## src/rtl/expr_sequencer.sv

```systemverilog
// Microprogrammed sequencer for the expression solver: steps the operand mux select and ALU opcode through a writable program.
// Optional feature: define EXPR_SEQ_ABORT_EN to add the abort input.
module expr_sequencer #(
   parameter int PROG_DEPTH = 8,
   localparam int AW = (PROG_DEPTH > 1) ? $clog2(PROG_DEPTH) : 1
) (
   input  logic          clk,
   input  logic          rst_n,
   input  logic          start,
`ifdef EXPR_SEQ_ABORT_EN
   input  logic          abort,
`endif
   input  logic          prog_we,
   input  logic [AW-1:0] prog_addr,
   input  logic [4:0]    prog_wdata,
   output logic [1:0]    M,
   output logic [1:0]    alu_op,
   output logic          acc_clr,
   output logic          acc_en,
   output logic          busy,
   output logic          done,
   output logic [AW-1:0] step,
   output logic          err
);

   // state | meaning
   // IDLE  | waiting for start, program writable
   // FIRST | load first operand into accumulator (prog[0])
   // EXEC  | fold operand prog[pc] into accumulator
   // DONE  | one-cycle completion pulse
   localparam logic [1:0] ST_IDLE  = 2'd0;
   localparam logic [1:0] ST_FIRST = 2'd1;
   localparam logic [1:0] ST_EXEC  = 2'd2;
   localparam logic [1:0] ST_DONE  = 2'd3;

   localparam logic [AW-1:0] PC_LAST = AW'(PROG_DEPTH - 1);

   logic [1:0]    state;
   logic [AW-1:0] pc;
   logic          err_q;
   logic [4:0]    prog [PROG_DEPTH];
   logic [4:0]    cur_word;
   logic [4:0]    first_word;
   logic          abort_i;
   logic          addr_ok;

`ifdef EXPR_SEQ_ABORT_EN
   assign abort_i = abort;
`else
   assign abort_i = 1'b0;
`endif

   assign cur_word   = prog[pc];
   assign first_word = prog[0];
   // Guards non-power-of-two depths against writes past the last step.
   assign addr_ok    = (32'(prog_addr) < PROG_DEPTH);

   always_ff @(posedge clk) begin
      if (!rst_n) begin
         state <= ST_IDLE;
         pc    <= '0;
         err_q <= 1'b0;
         for (int i = 0; i < PROG_DEPTH; i++) begin
            prog[i] <= '0;
         end
      end else begin
         if (prog_we && (state == ST_IDLE) && addr_ok) begin
            prog[prog_addr] <= prog_wdata;
         end
         case (state)
            ST_IDLE: begin
               if (start) begin
                  state <= ST_FIRST;
                  pc    <= '0;
                  err_q <= 1'b0;
               end
            end
            ST_FIRST: begin
               if (abort_i) begin
                  state <= ST_IDLE;
                  pc    <= '0;
               end else if (first_word[4]) begin
                  state <= ST_DONE;
               end else begin
                  state <= ST_EXEC;
                  pc    <= AW'(1);
               end
            end
            ST_EXEC: begin
               if (abort_i) begin
                  state <= ST_IDLE;
                  pc    <= '0;
               end else if (cur_word[4]) begin
                  state <= ST_DONE;
               end else if (pc == PC_LAST) begin
                  // Ran off the end without a last marker; pc holds, never wraps.
                  state <= ST_DONE;
                  err_q <= 1'b1;
               end else begin
                  pc <= pc + 1'b1;
               end
            end
            ST_DONE: begin
               state <= ST_IDLE;
            end
            default: begin
               state <= ST_IDLE;
            end
         endcase
      end
   end

   always_comb begin
      M       = 2'b00;
      alu_op  = 2'b00;
      acc_clr = 1'b0;
      acc_en  = 1'b0;
      busy    = 1'b0;
      done    = 1'b0;
      case (state)
         ST_FIRST: begin
            M       = first_word[1:0];
            acc_clr = ~abort_i;
            busy    = 1'b1;
         end
         ST_EXEC: begin
            M      = cur_word[1:0];
            alu_op = cur_word[3:2];
            acc_en = ~abort_i;
            busy   = 1'b1;
         end
         ST_DONE: begin
            done = 1'b1;
         end
         default: begin
            M = 2'b00;
         end
      endcase
   end

   assign step = pc;
   assign err  = err_q;

endmodule
```

## config.mk

```make
export PLATFORM = sky130hd
export DESIGN_NAME = expr_sequencer
export DESIGN_NICKNAME = d
export VERILOG_FILES = /design/src/rtl/expr_sequencer.sv
export SDC_FILE = /design/constraint.sdc
export NUM_CORES = 1
export LEC_CHECK = 0
export BUFFER_PORTS_ARGS = -buffer_cell sky130_fd_sc_hd__buf_2
export CAP_MARGIN = 5
export CORE_ASPECT_RATIO = 1.1
export CORE_MARGIN = 5
export CORE_UTILIZATION = 60
export DETAILED_ROUTE_END_ITERATION = 8
export MAX_ROUTING_LAYER = met4
export PLACE_DENSITY = 0.81
export SYNTH_ARGS = -nofsm -noshare
export SYNTH_HDL_FRONTEND = slang
export SYNTH_SLANG_ARGS = --single-unit
```

## constraint.sdc

```tcl
create_clock -name clk -period 3.1 [get_ports clk]
set_input_delay 0.62 -clock clk [delete_from_list [all_inputs] [get_ports clk]]
set_output_delay 0.62 -clock clk [all_outputs]
set_load 0.02 [all_outputs]
```

## Word level (Yosys, flattened, before mapping)

Memories as Yosys holds them, arrays and structs flattened. A register that Yosys moved wholly into a read port is not among the register bits.
Cells that the tools add are included.

- Logic and storage cells: 53
- Output and inout port bits: 12
- RAM bits: 40
- Flip-flop bits (word level): 6
- Memories kept: 1
- Input port bits: 12

Memory list:

| memory | depth | bits a word | rd ports | clocked after memory_dff | write ports | line | source |
|---|---|---|---|---|---|---|---|
| prog | 8 | 5 | 2 | 1 | 8 | 41 | `logic [4:0] prog [PROG_DEPTH];` |

- Equality and inequality tests: 10
- Reductions and logical operators: 9
- Mux-type cells: 29
- Add/sub/neg operators: 1

Operators by type and width:

| cell | number |
|---|---|
| $mux W3 | 7 |
| $mux W1 | 13 |
| $ne A2 B2 Y1 const B | 5 |
| $pmux W3 S3 | 1 |
| $mux W2 | 4 |
| $pmux W2 S4 | 1 |
| $mux W5 | 1 |
| $reduce_and A5 Y1 | 1 |
| $reduce_or A5 Y1 | 1 |
| $eq A2 B2 Y1 const B | 2 |
| $pmux W2 S2 | 1 |
| $reduce_and A4 Y1 | 1 |
| $add A3 B1 Y3 const B | 1 |
| $eq A3 B3 Y1 const B | 1 |
| $ne A3 B3 Y1 const B | 1 |
| $reduce_bool A3 Y1 | 1 |
| $eq A2 B1 Y1 const B | 1 |
| $logic_not A2 Y1 | 1 |
| $pmux W1 S2 | 1 |
| $reduce_and A2 Y1 | 1 |
| $reduce_bool A2 Y1 | 1 |
| $reduce_or A2 Y1 | 1 |
| $logic_and A1 B1 Y1 | 1 |

## Logic depth before layout (Yosys ltp)

Gate-level depths: netlist of run 1.

- Word-level depth: 7
- Depth in mapped cells: 7
- Depth with buffers taken out: 6

## Worst setup path after synthesis of run 1

Ideal clock, no wire load.

- Path type: register -> output
- Start point: reg (tool-made name)
- End point: out M[0]
- Stages on the path, launching flop included: 6
- Setup slack: 0.950 ns
- Arrival: 1.530 ns
- Cell sequence: dfxtp_1 -> buf_6 -> mux4_2 -> mux2_2 -> a22oi_1 -> nor2b_1

RTL lines:

| item | line | source |
|---|---|---|
| end: declaration | 16 | `output logic [1:0] M,` |

==> results of run 1 <==
-- logic make-up after synthesis --
kind of cell / count (synthesis) / share of synthesized area
AOI/OAI and AO/OA: 20 / 0.0608
adders and majority gates: 7 / 0.0357
buffers and inverters: 9 / 0.0179
DFF: 49 / 0.564
muxes: 22 / 0.141
and+or+nand+nor: 76 / 0.181
-- metal layers --
layer  vias to the layer above  share of wire  GRT usage
met3                         5          0.055     0.0444
li1                        729              -          -
met1                       779           0.39      0.235
met4                         0         0.0097     0.0470
met5                         -              0          -
met2                        46           0.55      0.351
-- power breakdown --
| part | total (W) | switching, W | leakage, nW | internal [W] |
|---|---|---|---|---|
| sequential | 0.000803 | 0.0000413 | 0.487 | 0.000761 |
| clock | 0.000401 | 0.000199 | 0.0542 | 0.000202 |
| combinational | 0.000491 | 0.000290 | 0.509 | 0.000201 |
-- final cells by class --
class,count,share of cell area
Sequential cell,49,0.510
Clock buffer,7,0.0356
Inverter,3,0.00416
Tap cell,52,0.0240
Timing Repair Buffer,24,0.0453
Multi-Input combinational cell,125,0.379
Clock inverter,1,0.00185
-- path summary, 6_finish.rpt --
check             startpoint          to  slack (ns)  cells after the start
setup / recovery        flop        M[0]        0.26                      5
setup reg to reg    state[0]  prog[0][2]        0.89                      5
hold reg to reg          err         err        0.49                      2
hold / removal           err         err        0.49                      2
-- cells in the mapped netlist (3+ instances only) --
| library cell | count |
|---|---|
| sky130_fd_sc_hd__nand2b_1 | 4 |
| sky130_fd_sc_hd__mux4_1 | 6 |
| sky130_fd_sc_hd__nand4_1 | 4 |
| sky130_fd_sc_hd__dfxtp_1 | 9 |
| sky130_fd_sc_hd__mux2i_1 | 12 |
| sky130_fd_sc_hd__and2_1 | 40 |
| sky130_fd_sc_hd__clkbuf_1 | 3 |
| sky130_fd_sc_hd__inv_1 | 3 |
| sky130_fd_sc_hd__nand2_1 | 6 |
| sky130_fd_sc_hd__ha_1 | 7 |
| sky130_fd_sc_hd__nor2_1 | 10 |
| sky130_fd_sc_hd__o21ai_0 | 7 |
| sky130_fd_sc_hd__edfxtp_1 | 40 |
| sky130_fd_sc_hd__nor2b_1 | 3 |
-- critical path, delay by kind of cell (launching register included) --
family / cells / cell delay [ns]
multiplexers: 2 / 0.88
flip-flops: 1 / 0.63
AO/OA/AOI/OAI: 1 / 0.17
buffers and inverters: 1 / 0.16
AND/OR/NAND/NOR: 1 / 0.08
-- sequential cells by signal (all words and copies together), names as in the netlist, named ones only --
name   cells
prog      40
step       3
err        1
state      2
-- stage by stage --
stage	util	area [um^2]	hold WS, ns
after CTS	0.683	2710	0.501
after floorplan	-	2450	0.527
after detailed placement	0.657	2610	0.489
after global placement	0.657	2610	0.465
after global routing	0.683	2710	0.550
final	0.683	2710	0.491
==> impl_summary.log, run 1 <==
INFO  metric status = completed
INFO  metric floorplan.die.height = between 70 and 80 um
INFO  metric setup_repair_after_global_routing_missed_its_margin = false
INFO  metric setup_viol = 0
INFO  metric cts_max_level = 2
INFO  metric seq_area = ~0.0014 mm^2
INFO  metric drive_above_1_share = 0.196
INFO  metric clock-sinks = between 40 and 50
INFO  metric maxClockFrequency = 0.352 GHz
INFO  metric hpwlAfterDp = 3730 um
INFO  metric slew_headroom = 0.494
INFO  metric final_period_demand_of_the_worst_path = between 2 and 3 ns
INFO  metric netlist_instances = 183
INFO  metric clk_pin_slew = around 0.090 ns
INFO  metric buffer_ports.inserted = 23
INFO  metric final.setup_skew = approximately 0.0076 ns
INFO  metric floorplan.die_area = ~0.0055 mm^2
INFO  metric drt_wl_total = between 4000 and 5000 um
INFO  metric cts_made_buffers = 5
INFO  metric min-delay-path-class = flop to flop
INFO  metric syn-mean-instance-area = about 13 um^2
INFO  metric drv_slew = 0
INFO  metric synth-main-ff-cell = sky130_fd_sc_hd__edfxtp_1
INFO  metric finalWorstSetupSlack = between 0.2 and 0.3 ns
INFO  metric dieWidth = 70.9 um
INFO  metric insertedDiodeCount = 0
INFO  metric track_usage = 0.201
INFO  metric report.power.total = around 0.0017 W
INFO  metric core.rowCount = 24
INFO  metric critPathMaxFanout = 9
INFO  metric final_cell_count_without_fillers = between 200 and 300
INFO  metric timing_worst_setup_path_type = flop to output port
INFO  metric timing.max_cap.violations = 0
INFO  metric synth_edf_count = 40
INFO  metric multi_input_area = a little over 0.001 mm^2
INFO  metric finalWeightedCongestion = around 0.84
INFO  metric tightest_slew = about 0.75 ns
INFO  metric setup-tns-final = 0 ns
INFO  metric grt_antenna_before_repair = 0
INFO  metric synthToLayoutAreaGrowth = 10.5%
INFO  metric finalCritPeriodShare = 0.915
INFO  metric place.detailed.instances = between 200 and 300
INFO  metric layout.cells.most_common_list = 40 x sky130_fd_sc_hd__and2_1, 40 x sky130_fd_sc_hd__edfxtp_1, 23 x sky130_fd_sc_hd__buf_2
INFO  metric n_fill_cell = roughly 300
INFO  metric vdd_ir_drop_max = 0.346 mV
INFO  metric cts.root.buffer_cell = sky130_fd_sc_hd__clkbuf_8
INFO  metric grt_first_pass_wirelength = 8120 um
INFO  metric drc_errors = 0
INFO  metric vias_per_cell = approximately 6.0
INFO  metric critical_path.endpoint_type = output port
INFO  metric crit_path_max_cell_delay = about 0.63 ns
INFO  metric cts_tree = yes
INFO  metric routed-via-count = around 1600
INFO  metric synthDistinctLibCells = 35
INFO  metric powerDensity = 626 mW/mm^2
INFO  metric floorplan.initialDensity = 0.618
INFO  metric timing.critical_path.slowest_stage_cell = sky130_fd_sc_hd__dfxtp_1
INFO  metric detail_route.iter0.violations = 48
INFO  metric ctsResizeCount = 0
INFO  metric worst-endpoint-arrival = about 2.2 ns
INFO  metric timing.critical_path.required = approximately 2.5 ns
INFO  metric routed_wire_length_per_instance = approximately 19 um
INFO  metric netlist_top_cells_area = sky130_fd_sc_hd__edfxtp_1 49%, sky130_fd_sc_hd__and2_1 10%, sky130_fd_sc_hd__dfxtp_1 7.4%
INFO  metric clkLatencyLatePin = ~0.30 ns
INFO  metric pin_count_of_the_biggest_net_entering_global_routing = 21
INFO  metric critPathLaunchType = flop
INFO  metric synth_top_area_cell = sky130_fd_sc_hd__edfxtp_1
INFO  metric synth_area = around 0.0024 mm^2
INFO  metric finish.net_count = 227
INFO  metric via_count_of_the_first_global_routing_pass = roughly 1600
INFO  metric static-leakage-power = 1.05 nW
INFO  metric crit_chain = mux4_1 > mux2_2 > a22oi_1 > nor2b_1 > buf_2
INFO  metric core = between 0.003 and 0.004 mm^2
INFO  metric postCtsSetupBuffers = 0
INFO  metric cts_buffer_depth = 2
INFO  metric num_io_pins = 24
INFO  metric antenna_violating_nets_remaining = 0
INFO  metric asyncSetResetFlopFracSynth = 0
INFO  metric warnings_from_yosys = 0
INFO  metric hold_viol = 0
INFO  metric grt_overflow_total = 0
INFO  metric pre_cts_slack = between 0.5 and 0.6 ns
INFO  metric synth_sequential_area_ratio = 0.564
INFO  metric cts_hold_repair.buffers = 0
INFO  metric synth_nets = around 200
INFO  metric postSynthRegisterBits = between 40 and 50
INFO  metric detail_route.first_pass.iterations = 4
INFO  metric synth_top_area_share = 0.490
No activity file was read; power rests on OpenSTA's default activity.
==> run 2, diff against run 1 <==
--- a/config.mk
+++ b/config.mk
@@ -9,10 +9,10 @@
 export CAP_MARGIN = 5
 export CORE_ASPECT_RATIO = 1.1
 export CORE_MARGIN = 5
-export CORE_UTILIZATION = 60
+export CORE_UTILIZATION = 58
 export DETAILED_ROUTE_END_ITERATION = 8
 export MAX_ROUTING_LAYER = met4
-export PLACE_DENSITY = 0.81
+export PLACE_DENSITY = 0.78
 export SYNTH_ARGS = -nofsm -noshare
 export SYNTH_HDL_FRONTEND = slang
 export SYNTH_SLANG_ARGS = --single-unit
==> constraint.sdc (replaced) <==
create_clock -name clk -period 3.24 [get_ports clk]
set_input_delay 0.648 -clock clk [delete_from_list [all_inputs] [get_ports clk]]
set_output_delay 0.648 -clock clk [all_outputs]
set_load 0.02 [all_outputs]
==> impl_summary.log, run 2 (synthesis gave the netlist of run 1 again) <==
INFO  metric layout.cells.most_common_list = 40 x sky130_fd_sc_hd__and2_1, 40 x sky130_fd_sc_hd__edfxtp_1, 23 x sky130_fd_sc_hd__buf_2
INFO  metric vias_per_cell = 5.87 (-1.8%)
INFO  metric hold_viol = 0 (unchanged)
INFO  metric min-delay-path-class = flop to flop
INFO  metric n_fill_cell = 308 (+4.4%)
INFO  metric static-leakage-power = 1.05 nW (+0.28%)
INFO  metric clk_pin_slew = 0.09 ns (about the same)
INFO  metric timing.max_cap.violations = 0 (unchanged)
INFO  metric powerDensity = 612 mW/mm^2 (-2.2%)
INFO  metric final.setup_skew = 0.00804 ns (+0.000431 ns)
INFO  metric cts_buffer_depth = 2 (unchanged)
INFO  metric clock-sinks = 49 (unchanged)
INFO  metric met3_usage = 0.0485 (+0.00409)
INFO  metric postCtsSetupBuffers = 0 (unchanged)
INFO  metric core.rowCount = 24 (unchanged)
INFO  metric via_count_of_the_first_global_routing_pass = 1635 (+2.3%)
INFO  metric finalWorstSetupSlack = 0.360 ns (+0.0969 ns)
INFO  metric tightest_slew = 0.915 ns (+0.164 ns)
INFO  metric buffer_ports.inserted = 23 (unchanged)
INFO  metric routed_wire_length_per_instance = 18.3 um (-1.1%)
INFO  metric setup_repair_after_global_routing_missed_its_margin = false
INFO  metric finalCritPeriodShare = 0.889
INFO  metric pin_count_of_the_biggest_net_entering_global_routing = 21 (unchanged)
INFO  metric cts_max_level = 2 (unchanged)
INFO  metric setup_viol = 0 (unchanged)
INFO  metric setup-tns-final = 0 ns (unchanged)
INFO  metric critical_path.endpoint_type = output port
INFO  metric register_ranked_first_by_flip_flop_count = prog
INFO  metric ctsResizeCount = 0 (unchanged)
INFO  metric floorplan.die.height = 78.2 um (+1.5%)
INFO  metric num_io_pins = 24 (unchanged)
INFO  metric detail_route.iter0.violations = 54 (+13%)
INFO  metric track_usage = 0.192 (-0.00865)
INFO  metric dieWidth = 72.0 um (+1.5%)
INFO  metric routed-via-count = 1537 (-1.4%)
INFO  metric cts.root.buffer_cell = sky130_fd_sc_hd__clkbuf_8
INFO  metric cts_made_buffers = 5 (unchanged)
INFO  metric grt_first_pass_wirelength = 7860 um (-3.2%)
INFO  metric drv_slew = 0 (unchanged)
INFO  metric timing_worst_setup_path_type = flop to output port
INFO  metric core = 0.00402 mm^2 (+1.5%)
INFO  metric drt_wl_total = 4800 um (-0.72%)
INFO  metric status = completed
INFO  metric finalWeightedCongestion = 0.823 (-2.0%)
INFO  metric ff2ff_setup_slack = 0.97 ns (+0.08 ns)
INFO  metric largest_register_ffs = 40 (unchanged)
INFO  metric grt_antenna_before_repair = 0 (unchanged)
INFO  metric slew_headroom = 0.384 (-0.111)
INFO  metric drive_above_1_share = 0.195 (-0.000934)
INFO  metric cts_hold_repair.buffers = 0 (unchanged)
INFO  metric report.power.total = 0.00167 W (-1.6%)
INFO  metric cts_tree = yes
INFO  metric busiest_layer = met2
INFO  metric maxClockFrequency = about 0.35 GHz
INFO  metric hpwlAfterDp = 3680 um (-1.3%)
INFO  metric critPathLaunchType = flop
INFO  metric clkLatencyLatePin = 0.30 ns (about the same)
INFO  metric pre_cts_slack = 0.708 ns (+0.115 ns)
INFO  metric detail_route.first_pass.iterations = 4 (unchanged)
INFO  metric critPathMaxFanout = 7 (-2)
INFO  metric floorplan.initialDensity = 0.609 (-0.00922)
INFO  metric timing.critical_path.required = 2.59 ns (+0.11 ns)
INFO  metric vdd_ir_drop_max = 0.352 mV (+1.8%)
INFO  metric synthToLayoutAreaGrowth = 11.1%
INFO  metric worst-endpoint-arrival = 2.23 ns (about the same)
INFO  metric finish.net_count = 228 (+0.44%)
INFO  metric global_route.usage.met1 = 0.205 (-0.0301)
INFO  metric grt_overflow_total = 0 (unchanged)
INFO  metric floorplan.die_area = 0.00563 mm^2 (+3.0%)
INFO  metric insertedDiodeCount = 0 (unchanged)
INFO  metric final_period_demand_of_the_worst_path = roughly 2.9 ns
INFO  metric antenna_violating_nets_remaining = 0 (unchanged)
INFO  metric grt_use_met2 = 0.332 (-0.0188)
INFO  metric drc_errors = 0 (unchanged)
run 2: layout make-up:
| cell class | count | area (um^2) | area share |
|---|---|---|---|
| timing repair buffer | 25 | 130 | 0.0478 |
| sequential | 49 | 1380 | 0.507 |
| clock buffer | 5 | 68.8 | 0.0253 |
| inverter | 3 | 11.3 | 0.00414 |
| tap | 52 | 65.1 | 0.0239 |
| multi-input combinational | 125 | 1020 | 0.376 |
| clock inverter | 3 | 41.3 | 0.0152 |
run 2: worst max-delay path: stages (launching register included):
cell	delay, ns
sky130_fd_sc_hd__dfxtp_1	0.54
sky130_fd_sc_hd__buf_4	0.24
sky130_fd_sc_hd__mux4_2	0.49
sky130_fd_sc_hd__mux2_2	0.28
sky130_fd_sc_hd__a22oi_1	0.15
sky130_fd_sc_hd__nor2b_1	0.07
sky130_fd_sc_hd__buf_2	0.16
run 2: report_power, final:
group | internal (W) | switching, W
combinational | 0.000193 | 0.000282
sequential | 0.000729 | 0.0000378
clock | 0.000227 | 0.000198
run 2: worst paths after layout:
check	from	end	cells past startpoint
worst min-delay path	err	err	2
worst min register to register	err	err	2
worst max-delay path	flop	M[0]	6
worst max register to register	state[0]	prog[1][0]	5
run 2: routing by layer:
layer / part of all wire / wire length, um
met5: 0 / 0
met4: 0.031 / 148
met3: 0.051 / 244
met2: 0.53 / 2570
met1: 0.38 / 1840
run 2: per-stage QoR:
step / instances / hold WS (ns) / util / cell area (um^2)
3_5_place_dp: 254 / 0.511 / 0.649 / 2610
2_1_floorplan: 183 / 0.527 / - / 2450
3_3_place_gp: 254 / 0.465 / 0.649 / 2610
4_1_cts: 262 / 0.525 / 0.677 / 2720
6_report: 262 / 0.511 / 0.677 / 2720
5_1_grt: 262 / 0.537 / 0.677 / 2720
==> run 3, diff against run 2 <==
--- a/config.mk
+++ b/config.mk
@@ -12,7 +12,8 @@
 export CORE_UTILIZATION = 58
 export DETAILED_ROUTE_END_ITERATION = 8
 export MAX_ROUTING_LAYER = met4
-export PLACE_DENSITY = 0.78
+export PLACE_DENSITY_LB_ADDON = 0.08
+export REMOVE_ABC_BUFFERS = 1
 export SYNTH_ARGS = -nofsm -noshare
 export SYNTH_HDL_FRONTEND = slang
 export SYNTH_SLANG_ARGS = --single-unit
==> constraint.sdc (replaced) <==
create_clock -name clk -period 3.24 [get_ports clk]
set_input_delay 0.648 -clock clk [delete_from_list [all_inputs] [get_ports clk]]
set_output_delay 0.648 -clock clk [all_outputs]
set_load 0.01 [all_outputs]
==> impl_summary.log, run 3 (synthesis gave the netlist of run 1 again) <==
INFO  metric final_cell_count_without_fillers = 261 (-0.38%)
INFO  metric ctsResizeCount = 0 (unchanged)
INFO  metric clk_pin_slew = 0.08 ns (about the same)
INFO  metric antenna_violating_nets_remaining = 0 (unchanged)
INFO  metric hpwlAfterDp = 3640 um (-1.2%)
INFO  metric critPathMaxFanout = 7 (unchanged)
INFO  metric slew_headroom = 0.507 (+0.123)
INFO  metric detail_route.first_pass.iterations = 4 (unchanged)
INFO  metric floorplan.die.height = 78.2 um (unchanged)
INFO  metric clkLatencyLatePin = 0.29 ns (about the same)
INFO  metric num_io_pins = 24 (unchanged)
INFO  metric finish.net_count = 227 (-0.44%)
INFO  metric post_dp_cell_area = 0.00261 mm^2 (-0.29%)
INFO  metric register_ranked_first_by_flip_flop_count = prog
INFO  metric cts_hold_repair.buffers = 0 (unchanged)
INFO  metric maxClockFrequency = 0.352 GHz (+1.5%)
INFO  metric routed_wire_length_per_instance = 18.2 um (-0.41%)
INFO  metric timing.critical_path.required = 2.59 ns (about the same)
INFO  metric p_sw_frac = 0.300 (-0.0109)
INFO  metric post-route-util = 0.670 (-0.00684)
INFO  metric drv_slew = 0 (unchanged)
INFO  metric grt_antenna_before_repair = 0 (unchanged)
INFO  metric track_usage = 0.186 (-0.00634)
INFO  metric floorplan.initialDensity = 0.609 (unchanged)
INFO  metric cts_tree = yes
INFO  metric routed-via-count = 1498 (-2.5%)
INFO  metric buffer_ports.inserted = 23 (unchanged)
INFO  metric core.rowCount = 24 (unchanged)
INFO  metric tightest_slew = 0.732 ns (-0.182 ns)
INFO  metric timing_worst_setup_path_type = flop to output port
INFO  metric finalCritPeriodShare = 0.876 (-0.0131)
INFO  metric final.setup_skew = 0.00325 ns (-0.00479 ns)
INFO  metric worst-endpoint-arrival = 2.19 ns (-0.04 ns)
INFO  metric setup_repair_after_global_routing_missed_its_margin = false
INFO  metric postCtsSetupBuffers = 0 (unchanged)
INFO  metric drt_wl_total = 4760 um (-0.79%)
INFO  metric critical_path.endpoint_type = output port
INFO  metric core = 0.00402 mm^2 (unchanged)
INFO  metric via_count_of_the_first_global_routing_pass = 1503 (-8.1%)
INFO  metric hold_viol = 0 (unchanged)
INFO  metric vias_per_cell = 5.74 (-2.2%)
INFO  metric cts_max_level = 2 (unchanged)
INFO  metric largest_register_ffs = 40 (unchanged)
INFO  metric drc_errors = 0 (unchanged)
INFO  metric cts.root.buffer_cell = sky130_fd_sc_hd__clkbuf_8
INFO  metric min-delay-path-class = flop to flop
INFO  metric synthToLayoutAreaGrowth = 10.0%
INFO  metric static-leakage-power = 1.04 nW (-1.1%)
INFO  metric critPathLaunchType = flop
INFO  metric power.combinational.fraction = 0.285 (about the same)
INFO  metric register_share_of_total_power = 0.489 (+0.029)
INFO  metric internal-power = 0.00110 W (-4.6%)
INFO  metric clock-sinks = 49 (unchanged)
INFO  metric final_period_demand_of_the_worst_path = 2.84 ns (-0.0425 ns)
INFO  metric setup_viol = 0 (unchanged)
INFO  metric floorplan.die_area = 0.00563 mm^2 (unchanged)
INFO  metric dieWidth = 72.0 um (unchanged)
INFO  metric cts_buffer_depth = 2 (unchanged)
INFO  metric post-route-cell-area = 0.00270 mm^2 (-1.0%)
INFO  metric detail_route.iter0.violations = 80 (+48%)
INFO  metric pin_count_of_the_biggest_net_entering_global_routing = 21 (unchanged)
INFO  metric powerDensity = 581 mW/mm^2 (-5.1%)
INFO  metric drive_above_1_share = 0.187 (-0.00864)
INFO  metric cts_made_buffers = 5 (unchanged)
INFO  metric place.detailed.instances = 253 (-0.39%)
INFO  metric vdd_ir_drop_max = 0.312 mV (-11%)
INFO  metric power_frac_clock = 0.226 (-0.029)
INFO  metric status = completed
INFO  metric timing.max_cap.violations = 0 (unchanged)
INFO  metric setup-tns-final = 0 ns (unchanged)
INFO  metric switching_power = 0.000470 W (-9.3%)
INFO  metric grt_overflow_total = 0 (unchanged)
INFO  metric finalWeightedCongestion = 0.899 (+9.3%)
INFO  metric layout.cells.most_common_list = 40 x sky130_fd_sc_hd__and2_1, 40 x sky130_fd_sc_hd__edfxtp_1, 23 x sky130_fd_sc_hd__buf_2
INFO  metric insertedDiodeCount = 0 (unchanged)
INFO  metric grt_first_pass_wirelength = 7620 um (-3.1%)
run 3: cell types whose count changed in the layout (fill, tap and decap cells not counted):
cell                         delta
sky130_fd_sc_hd__clkbuf_8       +1
sky130_fd_sc_hd__clkinvlp_4     -1
sky130_fd_sc_hd__clkinv_1       -1
sky130_fd_sc_hd__buf_4          -1
sky130_fd_sc_hd__clkbuf_1       +2
sky130_fd_sc_hd__bufinv_16      -1
run 3: metal layers:
layer  GRT usage  routed length (um)
met1       0.240                2130
met2       0.302                2370
met3      0.0358                 216
met4      0.0470                  42
met5           -                   0
run 3: worst paths after layout:
path	startpoint	endpoint	slack, ns	cells after the start
max	flop	M[1]	0.40	6
min	step[1]	step[1]	0.51	2
max reg2reg	state[0]	prog[0][3]	1.05	5
min reg2reg	step[1]	step[1]	0.51	2
run 3: final cells by class:
| cell class | instances | area [um^2] |
|---|---|---|
| flip-flops and latches | 49 | 1380 |
| well taps | 52 | 65.1 |
| clock buffers | 8 | 90.1 |
| inverters | 3 | 11.3 |
| multi-input cells | 125 | 1020 |
| fillers | 333 | 1330 |
| repair buffers | 24 | 123 |
run 3: through the flow:
stage / power [W] / hold WS [ns] / worst slack [ns]
2_1_floorplan: 0.00108 / 0.502 / 0.883
5_1_grt: 0.00165 / 0.543 / 0.266
3_3_place_gp: 0.00120 / 0.461 / 0.769
4_1_cts: 0.00157 / 0.511 / 0.394
3_5_place_dp: 0.00122 / 0.500 / 0.716
6_report: 0.00157 / 0.508 / 0.402
run 3: power groups by stage:
stage / Sequential (W) / Clock [W] / Combinational, W
3_3_place_gp: 0.000775 / 0 / 0.000425
4_1_cts: 0.000765 / 0.000361 / 0.000446
3_5_place_dp: 0.000780 / 0 / 0.000445
5_1_grt: 0.000771 / 0.000395 / 0.000481
2_1_floorplan: 0.000775 / 0 / 0.000308
6_report: 0.000766 / 0.000354 / 0.000446
run 3: worst max-delay path: stages (launching register included):
cell	delay, ns
sky130_fd_sc_hd__dfxtp_1	0.53
sky130_fd_sc_hd__buf_4	0.23
sky130_fd_sc_hd__mux4_2	0.50
sky130_fd_sc_hd__mux2_2	0.28
sky130_fd_sc_hd__a22oi_1	0.16
sky130_fd_sc_hd__nor2b_1	0.06
sky130_fd_sc_hd__buf_2	0.14
